--- config.mk ---
export PLATFORM = sky130hd
export DESIGN_NAME = ddfs_iq
export DESIGN_NICKNAME = d
export VERILOG_FILES = /design/src/rtl/ddfs_iq.sv
export SDC_FILE = /design/constraint.sdc
export NUM_CORES = 1
export LEC_CHECK = 0
export CORE_MARGIN = 5
export CORE_UTILIZATION = 52
export CTS_CLUSTER_DIAMETER = 50
export DETAILED_ROUTE_END_ITERATION = 8
export DONT_BUFFER_PORTS = 1
export PLACE_DENSITY = 0.67
export SLEW_MARGIN = 20
export SYNTH_ARGS = -nofsm -noshare
export SYNTH_HDL_FRONTEND = slang
export SYNTH_SLANG_ARGS = --single-unit
--- constraint.sdc ---
create_clock -name clk -period 4.6 [get_ports clk]
set_input_delay 0.46 -clock clk [delete_from_list [all_inputs] [get_ports clk]]
set_output_delay 0.46 -clock clk [all_outputs]
set_load 0.1 [all_outputs]
--- src/rtl/ddfs_iq.sv ---
// ddfs_iq: quadrature DDFS with quarter-wave LUT, phase offset and wrap-synchronous frequency hopping
// The quarter-wave table holds the M=10 / LUT_AW=6 amplitudes.
module ddfs_iq #(
    parameter int N         = 16,
    parameter int M         = 10,
    parameter int LUT_AW    = 6,
    parameter int BIT_COUNT = 2
) (
    input  logic         clk,
    input  logic         rst_n,
    input  logic         en,
    input  logic [N-1:0] fw_in,
    input  logic         fw_load,
    input  logic         hop_sync,
    input  logic [N-1:0] phase_off,
    output logic [M-1:0] sine,
    output logic [M-1:0] cosine,
    output logic         out_valid,
    output logic         wrap,
    output logic         led
);
    localparam int PW = LUT_AW + 2;
    localparam int MW = M - 1;
    // Q[k] = round(511 * sin(pi*(2k+1)/256)); half-step offset means no zero code
    localparam int QTAB [64] = '{
          6,  19,  31,  44,  56,  69,  81,  94, 106, 118, 130, 142, 154, 166, 178, 190,
        201, 213, 224, 235, 246, 257, 268, 279, 289, 299, 309, 319, 329, 338, 348, 357,
        366, 374, 383, 391, 399, 407, 414, 421, 428, 435, 441, 448, 454, 459, 465, 470,
        474, 479, 483, 487, 491, 494, 497, 500, 502, 505, 506, 508, 509, 510, 511, 511
    };

    logic [N-1:0]         acc;
    logic [N-1:0]         fw_active;
    logic [N-1:0]         fw_pending;
    logic                 pend_flag;
    logic [N:0]           nxt;
    logic                 carry;
    logic [PW-1:0]        ph;
    logic [1:0]           q;
    logic [LUT_AW-1:0]    idx;
    logic [MW-1:0]        mag_s;
    logic [MW-1:0]        mag_c;
    logic                 neg_s;
    logic                 neg_c;
    logic [1:0]           vpipe;
    logic [BIT_COUNT-1:0] wcnt;

    assign nxt   = {1'b0, acc} + {1'b0, fw_active};
    assign carry = nxt[N];
    assign q     = ph[PW-1 -: 2];
    assign idx   = ph[LUT_AW-1:0];

    // Stage 0: phase accumulator and carry-out pulse
    always_ff @(posedge clk or negedge rst_n) begin
        if (!rst_n) begin
            acc  <= '0;
            wrap <= 1'b0;
        end else begin
            if (en) acc <= nxt[N-1:0];
            wrap <= en & carry;
        end
    end

    // Frequency word: immediate load wins; otherwise a pending word is applied on the carrying step
    always_ff @(posedge clk or negedge rst_n) begin
        if (!rst_n) begin
            fw_active  <= '0;
            fw_pending <= '0;
            pend_flag  <= 1'b0;
        end else if (fw_load && !hop_sync) begin
            fw_active <= fw_in;
            pend_flag <= 1'b0;
        end else begin
            if (en && carry && pend_flag) begin
                fw_active <= fw_pending;
                pend_flag <= 1'b0;
            end
            if (fw_load) begin
                fw_pending <= fw_in;
                pend_flag  <= 1'b1;
            end
        end
    end

    // Stage 1: offset phase truncated to quadrant + table index
    always_ff @(posedge clk or negedge rst_n) begin
        if (!rst_n) ph <= '0;
        else        ph <= PW'((acc + phase_off) >> (N - PW));
    end

    // Stage 2: quarter-wave lookup; cosine is the sine of the next quadrant
    always_ff @(posedge clk or negedge rst_n) begin
        if (!rst_n) begin
            mag_s <= '0;
            mag_c <= '0;
            neg_s <= 1'b0;
            neg_c <= 1'b0;
        end else begin
            mag_s <= MW'(q[0] ? QTAB[~idx] : QTAB[idx]);
            mag_c <= MW'(q[0] ? QTAB[idx] : QTAB[~idx]);
            neg_s <= q[1];
            neg_c <= q[1] ^ q[0];
        end
    end

    // Stage 3: apply sign and register the samples
    always_ff @(posedge clk or negedge rst_n) begin
        if (!rst_n) begin
            sine   <= '0;
            cosine <= '0;
        end else begin
            sine   <= neg_s ? -{1'b0, mag_s} : {1'b0, mag_s};
            cosine <= neg_c ? -{1'b0, mag_c} : {1'b0, mag_c};
        end
    end

    // en delayed three clocks marks the samples
    always_ff @(posedge clk or negedge rst_n) begin
        if (!rst_n) begin
            vpipe     <= '0;
            out_valid <= 1'b0;
        end else begin
            vpipe     <= {vpipe[0], en};
            out_valid <= vpipe[1];
        end
    end

    // Heartbeat: toggle led whenever the wrap counter rolls over
    always_ff @(posedge clk or negedge rst_n) begin
        if (!rst_n) begin
            wcnt <= '0;
            led  <= 1'b0;
        end else if (wrap) begin
            wcnt <= wcnt + 1'b1;
            if (&wcnt) led <= ~led;
        end
    end
endmodule

==> results of run 1 <==
state kept, by name, indices dropped and copies added (netlist names), 2 cells and up:
name / cells
mag_s: 9
fw_pending: 16
fw_active: 16
sine: 10
acc: 16
cosine: 10
ph: 8
vpipe: 2
mag_c: 9
wcnt: 2
synth_stat cells, types with 17 or more instances:
library cell,number
a21oi_1,43
nand2_1,50
and3_1,17
nand2b_1,26
dfrtp_1,104
nor2_1,44
inv_1,17
clkbuf_1,22
o21ai_0,33
o31a_1,17
ha_1,45
mux2_2,28
xnor2_1,26
through the flow:
stage                     utilization (%)  instance area (um2)  hold WS [ns]
after floorplan                         -                 6720         0.164
after global placement               53.7                 6780         0.168
after detailed placement             53.7                 6780         0.168
after CTS                            56.2                 7090        0.0502
after global routing                 56.3                 7100        0.0436
final                                56.3                 7100      -0.00477
layer usage:
layer	vias to the layer above	wire length [um]	share of wire [%]	track usage, %
li1	2476	-	-	-
met1	2440	5820	38	23.9
met2	134	8210	54	37.6
met3	23	728	4.8	4.22
met4	0	373	2.5	7.27
met5	-	0	0	0
cell families (layout without fill, tap and decap cells):
family / count (synthesis) / count (layout)
AOI/OAI and AO/OA: 217 / 217
buffers and inverters: 61 / 40
xor gates and xnor gates: 38 / 38
and+or+nand+nor: 179 / 179
adders and majority gates: 46 / 46
DFF: 104 / 104
muxes: 47 / 47
critical path, cell delays in order, from the launching register on:
cell	delay (ns)
dfrtp_1	0.58
inv_1	0.28
ha_1	0.59
inv_1	0.14
mux4_2	0.48
mux4_2	0.47
nor2_1	0.10
a21oi_1	0.05
cells in the final DEF (no fill, tap or decap), types with 5 or more instances in the layout:
master and instances:
a211oi_1 12, a21boi_0 16, a21o_1 10, a21oi_1 43, a31oi_1 5, and2_1 5, and3_1 17, clkbuf_16 9
dfrtp_1 104, ha_1 45, inv_1 17, mux2_2 28, mux2i_1 15, nand2_1 50, nand2b_1 26, nand3_1 11
nor2_1 44, nor2b_1 5, nor3_1 10, o211ai_1 8, o21a_1 7, o21ai_0 33, o21ai_1 9, o31a_1 17
o31ai_1 10, xnor2_1 26, xor2_1 12
worst min path at each step:
stage	start	endpoint	depth (start not counted)
5_1_grt	rst_n	mag_c[0]$_DFF_PN0_	1
4_1_cts	rst_n	mag_c[0]$_DFF_PN0_	1
2_1_floorplan	rst_n	acc[0]$_DFFE_PN0P_	0
3_5_place_dp	rst_n	mag_c[0]$_DFF_PN0_	0
3_3_place_gp	rst_n	cosine[0]$_DFF_PN0_	0
6_report	rst_n	mag_c[0]$_DFF_PN0_	1
area by class of cell:
type                       count  area share (%)
timing repair buffer           5           0.810
clock buffer                  10            3.22
sequential                   104            36.6
inverter                      19            1.00
multi-input combinational    527            54.6
tap                          172            3.03
clock inverter                 6           0.740
==> impl_metrics.yaml, run 1 <==
status:
  status: "finished, violations left"
  violations: "negative hold slack"
timing:
  final-hold-violation-count: 4
  whs_ns: -0.00477
  tightestPinTransition_ns: 1.14
  rsz0062_at_grt: "false"
  maxSlewViolCount: 0
  setup_viol: 0
  fmax_mhz: 351
  max-slew-margin-rel_pct: 24.2
  setup_tns_ns: 0
  layout_setup_ws_ns: 1.75
  clock_skew_ns: 0.00637
  period_share_pct: 62.0
  min_period_ns: 2.85
routing:
  viasPerCell: 6.02
  num_vias: 5073
  ant_nets: 0
  drt_iter0_drc: 309
  drc: 0
  wl_per_cell_um: 18.0
  drt-total-wl_mm: 15.1
  dr.pass1.iters: 5
clocking:
  cts_buffers: 9
  hold_buffers: 1
  clockRootBuffer: "clkbuf_16"
  cts_sinks: 104
  clockBufferDepth: 2
  path_clk_slew_ns: 0.07
  cts-resized-gates: 0
  h-tree-depth: 3
  cts_tree: "yes"
  cts_setup_buffers: 0
  clkLatencyLatePin_ns: 0.35
synth:
  ys_seq_area_share_pct: 38.7
  synth_cells: 692
  syn_avg_cell_area_um2: 9.71
  synth_cell_type_count: 70
  synth_compound_area_share_pct: 22.6
  yosysTopAreaCell: "dfrtp_1"
  synth_nets: 775
  synth-seq-cells: 104
  synth_edf_count: 0
  synth_top_cell_area_share_pct: 38.7
  async_flop_share_pct: 100
  synth-simple-area-share_pct: 12.9
  yosys.area_share.xor_xnor_pct: 4.95
  syn_area_um2: 6720
  synth_mux_area_share_pct: 8.27
  synth_top_flop_cell: "dfrtp_1"
  synth.yosys.warnings: 0
  netlist_top_cells_area: "dfrtp_1 39%, ha_1 8.4%, mux2_2 4.7%"
  yosys.area_share.adder_pct: 8.68
  synth_top_family_by_area: "compound AO/OA/AOI/OAI gates"
layout:
  fillers: 1124
  drive_above_1_share_pct: 9.99
  synthToLayoutAreaGrowth_pct: 5.72
  post_layout_nonfiller_instances: 843
  nNetsFinal: 749
  ff_latch_area_um2: 2600
  diodes: 0
  multi_input_area_um2: 3870
setup_path:
  cp_data_arrival_time_ns: 3.04
  timing.rr.end: "mag_s[1]$_DFF_PN0_"
  cp.required_ns: 4.79
  timing.rr.start: "ph[1]$_DFF_PN0_"
  cp-start-kind: "register"
  r2r_slack_ns: 1.75
  crit_type: "reg2reg"
  critPathCapture: "mag_s[1]$_DFF_PN0_"
  endpoint_kind: "register"
  worstPathMaxFanout: 12
  reg2reg_depth: 7
  crit_start: "ph[1]$_DFF_PN0_"
grt:
  grt_pass1_vias: 4888
  grt_max_degree: 105
  grt_pass1_wl_mm: 24.7
  antenna_found_initial: 0
  overflow: 0
  groute.usage.overall_pct: 20.6
place:
  port_buffers: 0
  hpwl_mm: 11.0
  placed_cells: 826
  preCtsSetupSlack_ns: 1.78
  globalplace.congestion: 0.871
floorplan:
  fp.dieW_um: 124
  num_rows: 41
  coreArea_um2: 12600
  start_util_pct: 53.2
  dieHeight_um: 124
  io_pins: 60
  dieArea_um2: 15300
min_path:
  hold_path_class: "in2async"
run:
  maxCapViolCount: 0
Power of run 1 is left out: the tool's default activity adds up to more than one toggle a clock period on the data nets, which glitch-free logic cannot reach.
==> run 2, diff against run 1 <==
==> constraint.sdc (replaced) <==
create_clock -name clk -period 2.9 [get_ports clk]
set_input_delay 0.29 -clock clk [delete_from_list [all_inputs] [get_ports clk]]
set_output_delay 0.29 -clock clk [all_outputs]
set_load 0.1 [all_outputs]
==> run 2 against run 1 <==
Net effect: the run now ends clean; via count increased by 1.2%; die area unchanged; global-route usage increased by 0.50 points; hold slack improved by 0.034 ns; maximum frequency increased by 13%; flip-flop and latch count unchanged; non-clock buffer count increased by 9; critical path depth increased by 2; clock-buffer cell count decreased by 1; register-to-register slack got worse by 1.4 ns; first-iteration DRC count increased by 2.3%; critical path type unchanged; largest cell class unchanged.
==> impl_metrics.yaml, run 2 (same netlist as run 1, synthesis figures left out) <==
status:
  status: "finished clean"
timing:
  fmax_mhz: 396
  setup_tns_ns: 0
  final-hold-violation-count: 0
  min_period_ns: 2.53
  maxSlewViolCount: 0
  whs_ns: 0.0292
  period_share_pct: 87.1
  clock_skew_ns: 0.00673
  max-slew-margin-rel_pct: 35.5
  setup_viol: 0
  tightestPinTransition_ns: 0.968
  rsz0062_at_grt: "false"
clocking:
  cts_tree: "yes"
  clockBufferDepth: 2
  h-tree-depth: 3
  cts_setup_buffers: 0
  cts-resized-gates: 0
  cts_sinks: 104
  clkLatencyLatePin_ns: 0.35
  cts_buffers: 9
  path_clk_slew_ns: 0.07
  clockRootBuffer: "clkbuf_16"
layout:
  nNetsFinal: 758
  layout_commonest_cell: "dfrtp_1"
  diodes: 0
  synthToLayoutAreaGrowth_pct: 7.30
  reg.largest.list: "acc x16, fw_active x16, fw_pending x16"
  drive_above_1_share_pct: 10.9
  final_cell_mix: "104 x dfrtp_1, 50 x nand2_1, 45 x ha_1"
floorplan:
  coreArea_um2: 12600
  io_pins: 60
  fp.dieW_um: 124
  dieArea_um2: 15300
  num_rows: 41
  start_util_pct: 53.2
  dieHeight_um: 124
grt:
  overflow: 0
  groute.usage.overall_pct: 21.1
  antenna_found_initial: 0
  grt_max_degree: 105
  grt_pass1_wl_mm: 25.2
  grt_pass1_vias: 5033
routing:
  drc: 0
  dr.pass1.iters: 5
  drt-total-wl_mm: 15.4
  wl_per_cell_um: 18.1
  ant_nets: 0
  viasPerCell: 6.03
  drt_iter0_drc: 316
  num_vias: 5135
setup_path:
  cp.required_ns: 3.13
  worstPathMaxFanout: 34
  cp_data_arrival_time_ns: 2.76
  cp-start-kind: "register"
  crit_type: "reg2reg"
  endpoint_kind: "register"
place:
  hpwl_mm: 11.2
  globalplace.congestion: 0.892
  port_buffers: 0
min_path:
  hold_path_class: "in2reg"
run:
  maxCapViolCount: 0
-- run 2: changes by cell type in the layout (fill, tap and decap cells not counted), sizes merged --
cell         before  now
bufinv            0    2
dlygate4sd3       0    2
buf               5   12
clkinvlp          2    0
clkbuf           10    9
-- run 2: area by class of cell --
| cell class | count | area (um2) |
|---|---|---|
| fillers | 1132 | 5410 |
| multi-input cells | 527 | 3860 |
| flip-flops and latches | 104 | 2600 |
| clock buffers | 9 | 225 |
| well taps | 172 | 215 |
| repair buffers | 14 | 143 |
| clock inverters | 6 | 91.3 |
| inverters | 19 | 71.3 |
-- run 2: final timing paths --
check | startpoint | to | slack [ns] | cells after the start
min in group asynchronous | rst_n | ph[0]$_DFF_PN0_ | 0.55 | 2
max in group asynchronous | rst_n | cosine[0]$_DFF_PN0_ | 1.88 | 2
min | en | acc[15]$_DFFE_PN0P_ | 0.03 | 1
max | acc[0]$_DFFE_PN0P_ | fw_active[0]$_DFFE_PN0P_ | 0.37 | 9
min reg2reg | vpipe[1]$_DFF_PN0_ | out_valid$_DFF_PN0_ | 0.35 | 0
max reg2reg | acc[0]$_DFFE_PN0P_ | fw_active[0]$_DFFE_PN0P_ | 0.37 | 9
-- run 2: stage by stage --
| step | cell area [um2] | cells | utilization (%) | worst slack (ns) |
|---|---|---|---|---|
| after floorplan | 6720 | 692 | - | 0.571 |
| after global placement | 6850 | 833 | 54.2 | 0.499 |
| after detailed placement | 6850 | 833 | 54.2 | 0.445 |
| after CTS | 7210 | 851 | 57.1 | 0.369 |
| after global routing | 7210 | 851 | 57.1 | 0.230 |
| final | 7210 | 851 | 57.1 | 0.374 |
-- run 2: timing repair --
item | CTS | global route
hold endpoints to repair | 105 | 0
endpoints found under the setup margin | 0 | 0
hold buffers | 3 | 0
-- run 2: layer usage --
layer / part of all wire, % / GRT usage [%]
met4: 1.9 / 6.99
met5: 0 / 0
met1: 40 / 25.3
met2: 54 / 37.6
met3: 4.6 / 4.63
-- run 2: critical path: stages, from the launching register on --
cell	delay, ns
dfrtp_1	0.40
ha_1	0.25
fa_1	0.42
nand3_1	0.15
a211oi_2	0.11
o2111ai_1	0.24
o211ai_2	0.12
buf_4	0.24
and3_1	0.21
o31a_1	0.27
Power of run 2 is left out for the same reason.
==> run 3, diff against run 2 <==
--- a/config.mk
+++ b/config.mk
@@ -5,6 +5,7 @@
 export SDC_FILE = /design/constraint.sdc
 export NUM_CORES = 1
 export LEC_CHECK = 0
+export CAP_MARGIN = 30
 export CORE_MARGIN = 5
 export CORE_UTILIZATION = 52
 export CTS_CLUSTER_DIAMETER = 50
==> constraint.sdc (replaced) <==
create_clock -name clk -period 3 [get_ports clk]
set_input_delay 0.3 -clock clk [delete_from_list [all_inputs] [get_ports clk]]
set_output_delay 0.3 -clock clk [all_outputs]
set_load 0.1 [all_outputs]
==> run 3 against run 2 <==
Net effect: cell count grew 0.24%; cell area shrank 0.43%; critical path depth is the same; via count shrank 0.14%; global-route usage grew 0.41 points; core utilization shrank 0.25 points; clock-buffer cell count grew 1; first-iteration DRC count shrank 15%; register-to-register slack gained 0.15 ns; die area is the same; sequential share of layout area grew 0.16 points.
==> impl_metrics.yaml, run 3 (same netlist as run 1, synthesis figures left out) <==
place:
  port_buffers: 0
  hpwl_mm: 11.7
  place_area_um2: 6840
  preCtsSetupSlack_ns: 0.519
  globalplace.congestion: 0.913
routing:
  drt-total-wl_mm: 15.8
  dr.pass1.iters: 4
  num_vias: 5128
  drc: 0
  wl_per_cell_um: 18.5
  ant_nets: 0
  viasPerCell: 6.01
  drt_iter0_drc: 269
setup_path:
  crit_type: "reg2reg"
  cp-start-kind: "register"
  cp.required_ns: 3.23
  endpoint_kind: "register"
  worstPathMaxFanout: 34
  cp_data_arrival_time_ns: 2.70
status:
  status: "finished clean"
layout:
  multi_input_area_um2: 3860
  drive_above_1_share_pct: 11.2
  fin_area_um2: 7180
  layout_commonest_cell: "dfrtp_1"
  ff_latch_area_um2: 2600
  diodes: 0
  final_cell_mix: "104 x dfrtp_1, 50 x nand2_1, 45 x ha_1"
  reg.largest.list: "acc x16, fw_active x16, fw_pending x16"
  synthToLayoutAreaGrowth_pct: 6.83
  fillers: 1152
  final_util_pct: 56.9
  nNetsFinal: 759
floorplan:
  start_util_pct: 53.2
  dieArea_um2: 15300
  io_pins: 60
  dieHeight_um: 124
  coreArea_um2: 12600
  num_rows: 41
  fp.dieW_um: 124
timing:
  clock_skew_ns: 0.00655
  min_period_ns: 2.48
  tightestPinTransition_ns: 0.987
  rsz0062_at_grt: "false"
  setup_viol: 0
  setup_tns_ns: 0
  max-slew-margin-rel_pct: 34.2
  maxSlewViolCount: 0
  layout_setup_ws_ns: 0.525
  fmax_mhz: 404
  period_share_pct: 82.5
  final-hold-violation-count: 0
grt:
  groute.usage.overall_pct: 21.6
  grt_pass1_wl_mm: 25.8
  overflow: 0
  grt_max_degree: 105
  grt_pass1_vias: 5216
  antenna_found_initial: 0
run:
  maxCapViolCount: 0
clocking:
  cts-resized-gates: 0
  h-tree-depth: 3
  cts_buffers: 9
  path_clk_slew_ns: 0.07
  clockBufferDepth: 2
  cts_tree: "yes"
  clockRootBuffer: "clkbuf_16"
  clkLatencyLatePin_ns: 0.35
  cts_sinks: 104
min_path:
  hold_path_class: "in2reg"
## run 3: repair_timing
| action | CTS | global route |
|---|---|---|
| hold endpoints to repair | 105 | 0 |
| hold buffers | 3 | 0 |
| setup buffers | 0 | 0 |
| endpoints found under the setup margin | 0 | 0 |
## run 3: path summary, 6_finish.rpt
path,start,endpoint,slack (ns),cells past startpoint
worst max register to register,acc[0]$_DFFE_PN0P_,fw_active[12]$_DFFE_PN0P_,0.52,9
worst max-delay path,acc[0]$_DFFE_PN0P_,fw_active[12]$_DFFE_PN0P_,0.52,9
worst min register to register,vpipe[0]$_DFF_PN0_,vpipe[1]$_DFF_PN0_,0.35,0
max in group asynchronous,rst_n,acc[5]$_DFFE_PN0P_,2.03,2
min in group asynchronous,rst_n,cosine[0]$_DFF_PN0_,0.51,2
worst min-delay path,en,acc[15]$_DFFE_PN0P_,0.04,1
## run 3: layout make-up
class                      instances  share of cell area [%]
inverter                          19                   0.994
clock buffer                      10                    3.33
multi-input combinational        527                    53.8
timing repair buffer              15                    1.92
sequential                       104                    36.3
tap                              172                    3.00
clock inverter                     6                   0.715
## run 3: through the flow
step	std cells	hold slack (ns)
after floorplan	692	0.00441
after global placement	834	0.00741
after CTS	853	0.0257
final	853	0.0401
after detailed placement	834	0.00698
after global routing	853	0.0281
## run 3: layer usage
layer | GRT usage, % | vias to the layer above | share of wire, %
met5 | 0 | - | 0
met4 | 9.20 | 0 | 3.5
met3 | 3.95 | 32 | 5.4
met2 | 39.5 | 153 | 53
met1 | 24.4 | 2450 | 38
li1 | - | 2493 | -
## run 3: critical path, stage by stage, from the launching register on
cell and delay, ns:
dfrtp_1 0.40, ha_1 0.24, fa_1 0.42, nand3_1 0.15, a211oi_2 0.11, o2111ai_1 0.21, o211ai_2 0.10, buf_4 0.24
and3_1 0.21, o31a_1 0.27
Power of run 3 is left out for the same reason.
